`src/rtl/cluster_cfg_responder.sv`:
```
// Purpose : AXI4 write-only responder holding the cluster boot configuration registers.
// Latency : w_ready the cycle after AW handshake; b_valid the cycle after the final W beat.
// Backpressure: one transaction in flight; aw_ready low outside ADDR, B held stable until b_ready.
//
// Ports: clk/rst_n (async active-low); AXI AW/W/B write channels; reg_q (N_REGS x 32 bits,
// register k at [32k+31:32k]); wr_mask (per-register written flags); cfg_complete (all written);
// cfg_clear (synchronous clear of wr_mask).
// Optional: define CLUSTER_CFG_ERRCNT_EN to add err_count, a saturating count of SLVERR responses.
module cluster_cfg_responder #(
  parameter int          N_REGS    = 4,
  parameter int          ID_WIDTH  = 4,
  parameter logic [31:0] BASE_ADDR = 32'h1A10_0000
) (
  input  logic                  clk,
  input  logic                  rst_n,
  input  logic                  aw_valid,
  output logic                  aw_ready,
  input  logic [31:0]           aw_addr,
  input  logic [7:0]            aw_len,
  input  logic [2:0]            aw_size,
  input  logic [1:0]            aw_burst,
  input  logic [ID_WIDTH-1:0]   aw_id,
  input  logic                  w_valid,
  output logic                  w_ready,
  input  logic [31:0]           w_data,
  input  logic [3:0]            w_strb,
  input  logic                  w_last,
  output logic                  b_valid,
  input  logic                  b_ready,
  output logic [1:0]            b_resp,
  output logic [ID_WIDTH-1:0]   b_id,
  output logic [32*N_REGS-1:0]  reg_q,
  output logic [N_REGS-1:0]     wr_mask,
  output logic                  cfg_complete,
  input  logic                  cfg_clear
`ifdef CLUSTER_CFG_ERRCNT_EN
  ,
  output logic [15:0]           err_count
`endif
);

  typedef enum logic [1:0] {ADDR, DATA, RESP} state_t;

  // One past the last register byte address, in 33 bits so a window ending at 2^32 still compares.
  localparam logic [32:0] LIMIT = {1'b0, BASE_ADDR} + 33'(4 * N_REGS);

  state_t              state;
  logic [31:0]         beat_addr;
  logic                beat_wrap;   // set once the running beat address has carried past 2^32
  logic [7:0]          len_q;
  logic [7:0]          beat_cnt;
  logic [ID_WIDTH-1:0] id_q;
  logic                legal_q;
  logic                err_q;

  logic        aw_legal;
  logic        w_hs;
  logic        last_beat;
  logic        in_range;
  logic        beat_err;
  logic        do_write;
  logic [31:0] beat_index;
  logic [32:0] next_addr;

  assign aw_legal   = (aw_size == 3'b010) && (aw_burst == 2'b01);
  assign w_hs       = w_valid && w_ready;
  assign last_beat  = (beat_cnt == len_q);
  assign in_range   = !beat_wrap && (beat_addr >= BASE_ADDR) &&
                      ({1'b0, beat_addr} < LIMIT) && (beat_addr[1:0] == 2'b00);
  assign beat_index = (beat_addr - BASE_ADDR) >> 2;
  // A w_last that disagrees with the aw_len beat count is an error but never ends the burst.
  assign beat_err   = !in_range || (w_last != last_beat);
  assign do_write   = w_hs && legal_q && in_range;
  assign next_addr  = {1'b0, beat_addr} + 33'd4;

  always_ff @(posedge clk or negedge rst_n) begin
    if (!rst_n) begin
      state     <= ADDR;
      aw_ready  <= 1'b1;
      w_ready   <= 1'b0;
      b_valid   <= 1'b0;
      b_resp    <= 2'b00;
      b_id      <= '0;
      beat_addr <= '0;
      beat_wrap <= 1'b0;
      len_q     <= '0;
      beat_cnt  <= '0;
      id_q      <= '0;
      legal_q   <= 1'b0;
      err_q     <= 1'b0;
    end else begin
      case (state)
        ADDR: begin
          if (aw_valid && aw_ready) begin
            beat_addr <= aw_addr;
            beat_wrap <= 1'b0;
            len_q     <= aw_len;
            beat_cnt  <= '0;
            id_q      <= aw_id;
            legal_q   <= aw_legal;
            err_q     <= !aw_legal;
            aw_ready  <= 1'b0;
            w_ready   <= 1'b1;
            state     <= DATA;
          end
        end
        DATA: begin
          if (w_hs) begin
            beat_addr <= next_addr[31:0];
            beat_wrap <= beat_wrap | next_addr[32];
            beat_cnt  <= beat_cnt + 8'd1;
            err_q     <= err_q | beat_err;
            if (last_beat) begin
              w_ready <= 1'b0;
              b_valid <= 1'b1;
              b_resp  <= (err_q || beat_err) ? 2'b10 : 2'b00;
              b_id    <= id_q;
              state   <= RESP;
            end
          end
        end
        RESP: begin
          if (b_ready) begin
            b_valid  <= 1'b0;
            aw_ready <= 1'b1;
            state    <= ADDR;
          end
        end
        default: begin
          state    <= ADDR;
          aw_ready <= 1'b1;
          w_ready  <= 1'b0;
          b_valid  <= 1'b0;
        end
      endcase
    end
  end

  // Register bank and written-flags; cfg_clear is applied last so it overrides a same-cycle set.
  always_ff @(posedge clk or negedge rst_n) begin
    if (!rst_n) begin
      reg_q        <= '0;
      wr_mask      <= '0;
      cfg_complete <= 1'b0;
    end else begin
      for (int k = 0; k < N_REGS; k++) begin
        if (do_write && (beat_index == 32'(k))) begin
          for (int b = 0; b < 4; b++) begin
            if (w_strb[b]) reg_q[32*k + 8*b +: 8] <= w_data[8*b +: 8];
          end
          wr_mask[k] <= 1'b1;
        end
      end
      if (cfg_clear) wr_mask <= '0;
      cfg_complete <= &wr_mask;
    end
  end

`ifdef CLUSTER_CFG_ERRCNT_EN
  always_ff @(posedge clk or negedge rst_n) begin
    if (!rst_n) begin
      err_count <= '0;
    end else if (cfg_clear) begin
      err_count <= '0;
    end else if (b_valid && b_ready && (b_resp == 2'b10) && (err_count != 16'hFFFF)) begin
      err_count <= err_count + 16'd1;
    end
  end
`endif

endmodule

```
`config.mk`:
```
export PLATFORM = sky130hd
export DESIGN_NAME = cluster_cfg_responder
export DESIGN_NICKNAME = d
export VERILOG_FILES = /design/src/rtl/cluster_cfg_responder.sv
export SDC_FILE = /design/constraint.sdc
export NUM_CORES = 1
export LEC_CHECK = 0
export CORE_UTILIZATION = 43
export DETAILED_ROUTE_END_ITERATION = 10
export PLACE_DENSITY = 0.84
export SLEW_MARGIN = 15
export SYNTH_ARGS = -nofsm -noshare
export SYNTH_HDL_FRONTEND = slang
export SYNTH_SLANG_ARGS = --single-unit
```
`constraint.sdc`:
```
create_clock -name clk -period 2.1 [get_ports clk]
set_clock_uncertainty 0.2 [all_clocks]
set_input_delay 0.21 -clock clk [delete_from_list [all_inputs] [get_ports clk]]
set_output_delay 0.21 -clock clk [all_outputs]
set_load 0.005 [all_outputs]
```
* After elaboration in Yosys (flattened, before gate mapping)
Index checks and enable logic that the tools add are counted.
** Storage, ports and cells
- Register bits :: 199
- Bits in latches :: 0
- Bits in writable memories :: 0
- Memory bits (read-only) :: 0
- Logic and storage cells :: 139
- Memories :: 0
** Cells by class
- Add/subtract/negate cells :: 3
- Multiply operators :: 0
- Div/mod/pow operators :: 0
- Order comparisons :: 2
- Equal/unequal tests :: 13
- Shift operators :: 0
- Multiplexer cells :: 33
- Bitwise gates (word level) :: 5
- Reductions and logical operators :: 49
** Operators with widths (number)
- two-way mux 32 bit :: 2
- case mux 32 bit (2 select lines) :: 1
- == test 30 x 2 -> 1 bit, second input constant :: 2
- AND reduction 2 bit :: 17
- adder 32 x 3 -> 33 bit, second input constant :: 1
- greater-or-equal comparator 32 x 29 -> 1 bit, second input constant :: 1
- zero test 32 bit :: 1
- less-than comparator 32 x 29 -> 1 bit, second input constant :: 1
- subtractor 32 x 29 -> 32 bit, second input constant :: 1
- == test 30 x 1 -> 1 bit, second input constant :: 1
- two-way mux 8 bit :: 2
- case mux 8 bit (2 select lines) :: 1
- AND reduction 4 bit :: 4
- two-way mux 1 bit :: 15
- logical AND 1 bit :: 12
- two-way mux 2 bit :: 5
- nonzero test 2 bit :: 5
- case mux 1 bit (3 select lines) :: 3
- AND reduction 3 bit :: 3
- adder 8 x 1 -> 8 bit, second input constant :: 1
- == test 8 bit :: 1
- != test 2 bit, second input constant :: 4
- case mux 2 bit (3 select lines) :: 1
- == test 2 x 1 -> 1 bit, second input constant :: 2
- 10 further kinds :: 18

* Logic depth before layout (Yosys ltp)
- Depth in word-level cells :: 9
- Depth in mapped cells :: 8
- Depth with buffers taken out :: 6

* Least setup slack after synthesis
Ideal clock, no wire load.
- Path type :: register -> register
- From :: register beat_addr[19]
- To :: register reg_q[100]
- Setup time :: 0.127 ns
- Arrival time :: 1.866 ns
- Required time :: 1.773 ns
- Setup slack :: -0.094 ns
- Cell stages (with the launch flop) :: 9
- Path through :: dfrtp_1 buf_4 nor4_1 nand4_1 nor3_2 buf_2 and3_1 buf_4 mux2_1
** Between the ends
- Word-level cells in the longest chain between the ends :: 7
- Elaborated cells between the ends (all ways) :: 10
- Classes of those cells :: 1 x add/sub; 2 x order compare; 1 x eq/ne; 6 x reduce/logical
** Ends and longest elaborated chain
- start, declared :: line 48 : logic [31:0] beat_addr;
- start signal, assigned :: line 95 : beat_addr <= aw_addr;
- start signal, assigned :: line 109 : beat_addr <= next_addr[31:0];
- parallel branches: the longest is 5 deep, another holds subtractor 32 x 29 -> 32 bit
- logical AND 1 bit * :: line 147 : if (do_write && (beat_index == 32'(k))) begin
- AND reduction 2 bit (no line) *
- end signal, assigned by index :: line 149 : if (w_strb[b]) reg_q[32*k + 8*b +: 8] <= w_data[8*b +: 8];
- end, declared :: line 32 : output logic [32*N_REGS-1:0] reg_q,
Every way passes the cells marked *.
A chain may end at the register's enable or synchronous reset.

* Worst setup path in the final report
- From :: register beat_addr[24]
- To :: register reg_q[112]
The elaborated chain is that of the path after synthesis.

==> summary.json <==
{
  "outcome": "finished, violations left",
  "failed_checks": "setup timing",
  "worst_path_bufs_invs": 3,
  "floorplan.die_area_sq_mm": 0.02063,
  "grt_pass1_wl_um": 40790,
  "clock_pin_transition_on_the_worst_setup_and_hold_timing_paths_ns": 0.07,
  "crit_fanout": 8,
  "most_common_cell_on_crit_path": "buf_6",
  "rsz0062_at_grt": "true",
  "ys.flop_type": "dfrtp_1",
  "core_region_area_sq_mm": 0.01959,
  "globalRouteOverflowTotal": 0,
  "syn-num-nets": 806,
  "cts_h_tree_depth": 4,
  "drt_wl_total_um": 26560,
  "synthTopCellsByArea": "dfrtp_1 57%, mux2_1 17%, nand2_1 3.1%, and3_1 2.0%, a21oi_1 1.9%",
  "final_common_cell": "clkdlybuf4s50_1",
  "rows": 51,
  "post_route_cells_drive_above_1_share_pct": 27.67,
  "critical_path.cell_chain": "nor3b_1, nand4_1, nor3_2, buf_6, buf_6, and3_4, buf_12, mux2_4",
  "yosysTopAreaCellShare_pct": 57.14,
  "holdCritPathClass": "input pin to flop",
  "drt_pre_antenna_iters": 5,
  "first_iter_violations": 504,
  "worst-endpoint-arrival_ns": 2.63,
  "final_area_sq_mm": 0.01314,
  "detail_route.wl_per_cell_um": 20.49,
  "die-height_um": 143.6,
  "synthesis.area_sq_mm": 0.008627,
  "crit_path_end_kind": "flop",
  "floorplan.initialDensity_pct": 44.04,
  "clk-insertion-delay-late_ns": 0.44,
  "layout_overhead_on_the_synthesized_area_pct": 52.30,
  "cellLeakagePower_uw": 0.005988,
  "worst-endpoint-required_ns": 2.22,
  "global_route.usage.total_pct": 26.10,
  "number_of_antenna_violations_at_the_first_check_in_global_routing": 1,
  "post_synthesis_sequential_area_ratio_pct": 57.45,
  "timing.fmax_mhz": 398.8,
  "cts.root.buffer_cell": "clkbuf_16",
  "total_count_of_max_transition_violations_in_the_final_report": 0,
  "synth.lib_cells_used.distinct": 57,
  "cp_top_family": "simple AND/OR/NAND/NOR gates",
  "crit_slowest_cell": "nor3b_1",
  "most-common-layout-cells": "231 x clkdlybuf4s50_1, 196 x dfrtp_1, 107 x mux2_4",
  "synthDominantAreaCellType": "dfrtp_1",
  "syn-instance-count": 709,
  "worst-setup-path-type": "flop to flop",
  "via_per_inst": 5.463,
  "number_of_fill_cells_in_the_layout": 1367,
  "top_level_ports": 234,
  "cts_buffers": 17,
  "adder_and_majority_gate_portion_of_the_synthesized_area_pct": 0.7252,
  "largest_net_degree_at_the_start_of_global_routing": 85,
  "grt_pass1_vias": 7322,
  "buffer_ports.inserted": 232,
  "final_antenna_net_count": 0,
  "largest_family_of_logic_cells_by_synthesized_area": "multiplexers",
  "final.min_clock_period_ns": 2.508,
  "floorplan.die.width_um": 143.6,
  "power.density_mw_per_mm2": 559.2,
  "p_total_uw": 7347,
  "critPathLaunchType": "flop",
  "synthMuxAreaShare_pct": 17.23,
  "synth_enable_flop_cells": 0,
  "ys_warn_count": 0,
  "drcViolationCount": 0,
  "dp_hpwl_um": 17640,
  "ffs_latches_synth": 198,
  "synth_compound_gate_area_share_pct": 8.412,
  "timing.final.crit_share_pct": 119.4,
  "tritoncts": "built",
  "avgSynthCellArea_sq_um": 12.17,
  "multi_input_comb_area_sq_mm": 0.004034,
  "register_area_sq_mm": 0.004957,
  "finalSetupViolCount": 135,
  "finalHoldViolations": 0,
  "worst_path_largest_cell_delay_ns": 0.43,
  "worst_ir_drop_vdd_v": 0.0005010,
  "async_reset_ff_share_pct": 100.0,
  "clk_path_buf_depth": 2,
  "synth-xor-area-share_pct": 1.624,
  "max-cap-violations": 0,
  "cts.sinks": 198,
  "post_synth_and_or_nand_nor_area_fraction_pct": 11.53,
  "num_vias": 7080,
  "final_net_count": 1114,
  "dpl_cell_area_sq_mm": 0.01202,
  "place_congestion": 0.8728,
  "setup_ws_post_layout_ns": -0.4076
}
==> flip-flops by register name (all words and copies together) (netlist names) <==
| name | count |
|---|---|
| wr_mask | 4 |
| reg_q | 128 |
| b_id | 4 |
| beat_cnt | 8 |
| w_ready | 1 |
| id_q | 4 |
| beat_wrap | 1 |
| b_valid | 1 |
| state | 2 |
| err_q | 1 |
| beat_addr | 32 |
| cfg_complete | 1 |
| b_resp | 1 |
| legal_q | 1 |
| len_q | 8 |
| aw_ready | 1 |
==> worst paths after layout <==
check                                                from                      to  slack (ns)  cells after the start
worst min register to register        id_q[1]$_DFFE_PN0P_     id_q[1]$_DFFE_PN0P_        0.28                      2
worst max register to register  beat_addr[24]$_DFFE_PN0P_  reg_q[112]$_DFFE_PN0P_       -0.41                      8
worst max-delay path            beat_addr[24]$_DFFE_PN0P_  reg_q[112]$_DFFE_PN0P_       -0.41                      8
worst min-delay path                            aw_len[7]    len_q[7]$_DFFE_PN0P_         0.1                      3
max in group asynchronous                           rst_n   reg_q[17]$_DFFE_PN0P_        0.33                      4
min in group asynchronous                           rst_n   reg_q[84]$_DFFE_PN0P_        0.55                      3
==> worst register-to-register path, cell delays in order, from the launching register on <==
cell     delay (ns)
dfrtp_1        0.39
nor3b_1        0.43
nand4_1        0.24
nor3_2         0.22
buf_6          0.15
buf_6          0.11
and3_4         0.20
buf_12         0.14
mux2_4         0.32
==> stage by stage <==
| step | setup WS (ns) | utilization (%) | hold slack, ns | std cells | TNS (ns) |
|---|---|---|---|---|---|
| final | -0.4076 | 67.07 | 0.09527 | 1296 | -49.17 |
| after global routing | -0.4582 | 67.06 | 0.09311 | 1295 | -55.55 |
| after detailed placement | -0.4635 | 61.37 | -0.1048 | 1260 | -52.91 |
| after floorplan | -0.04724 | - | -0.2856 | 709 | -5.521 |
| after CTS | -0.3487 | 66.29 | 0.08655 | 1292 | -41.65 |
| after global placement | -0.4145 | 61.37 | -0.1067 | 1260 | -47.66 |
==> cells by family after synthesis <==
kind of cell             count (synthesis)
AO/OA/AOI/OAI                          111
other                                    1
adder cells (fa/ha/maj)                  5
flip-flops                             198
multiplexers                           132
XOR/XNOR                                16
AND/OR/NAND/NOR                        197
buffers and inverters                   49
==> synth_stat cells, types with 5 or more instances <==
cell,n
nor2_1,34
nor3_1,7
a21o_1,5
buf_4,18
ha_1,5
clkbuf_1,17
o22ai_1,9
mux2_1,128
and3_1,27
a2bb2oi_1,9
inv_1,9
a21oi_1,33
nand2_1,72
o21ai_0,21
nor4_1,7
nand3_1,16
buf_2,5
xnor2_1,12
nand4_1,10
dfrtp_1,197
==> cell type report <==
class                           count  share of cell area (%)
Antenna cell                        1                 0.01905
Timing Repair Buffer              329                   24.41
Clock buffer                       19                   3.371
Inverter                            9                  0.2571
Sequential cell                   198                   37.73
Tap cell                          265                   2.524
Multi-Input combinational cell    462                   30.70
Clock inverter                     13                  0.9904
==> routing by layer <==
metal	vias to the layer above	GRT usage, %	share of wire, %
met4	0	10.81	2.9
met5	-	0	0
met1	3540	30.47	38
met2	314	45.17	51
li1	3167	-	-
met3	59	7.131	8.1
==> report_power, final <==
part / internal, uW / switching, uW / total (uW)
Clock: 1610 / 1600 / 3210
Combinational: 174 / 153 / 327
Sequential: 3810 / 0 / 3810
==> repair_timing <==
| action | in CTS | in global routing |
|---|---|---|
| resized for setup | 127 | 23 |
| pin swaps | 7 | 8 |
| hold buffers | 3 | 0 |
| setup buffers | 8 | 4 |
| hold endpoints to repair | 197 | 0 |
| endpoints found under the setup margin | 132 | 144 |
Note: power is estimated with default switching activity, not from simulation.
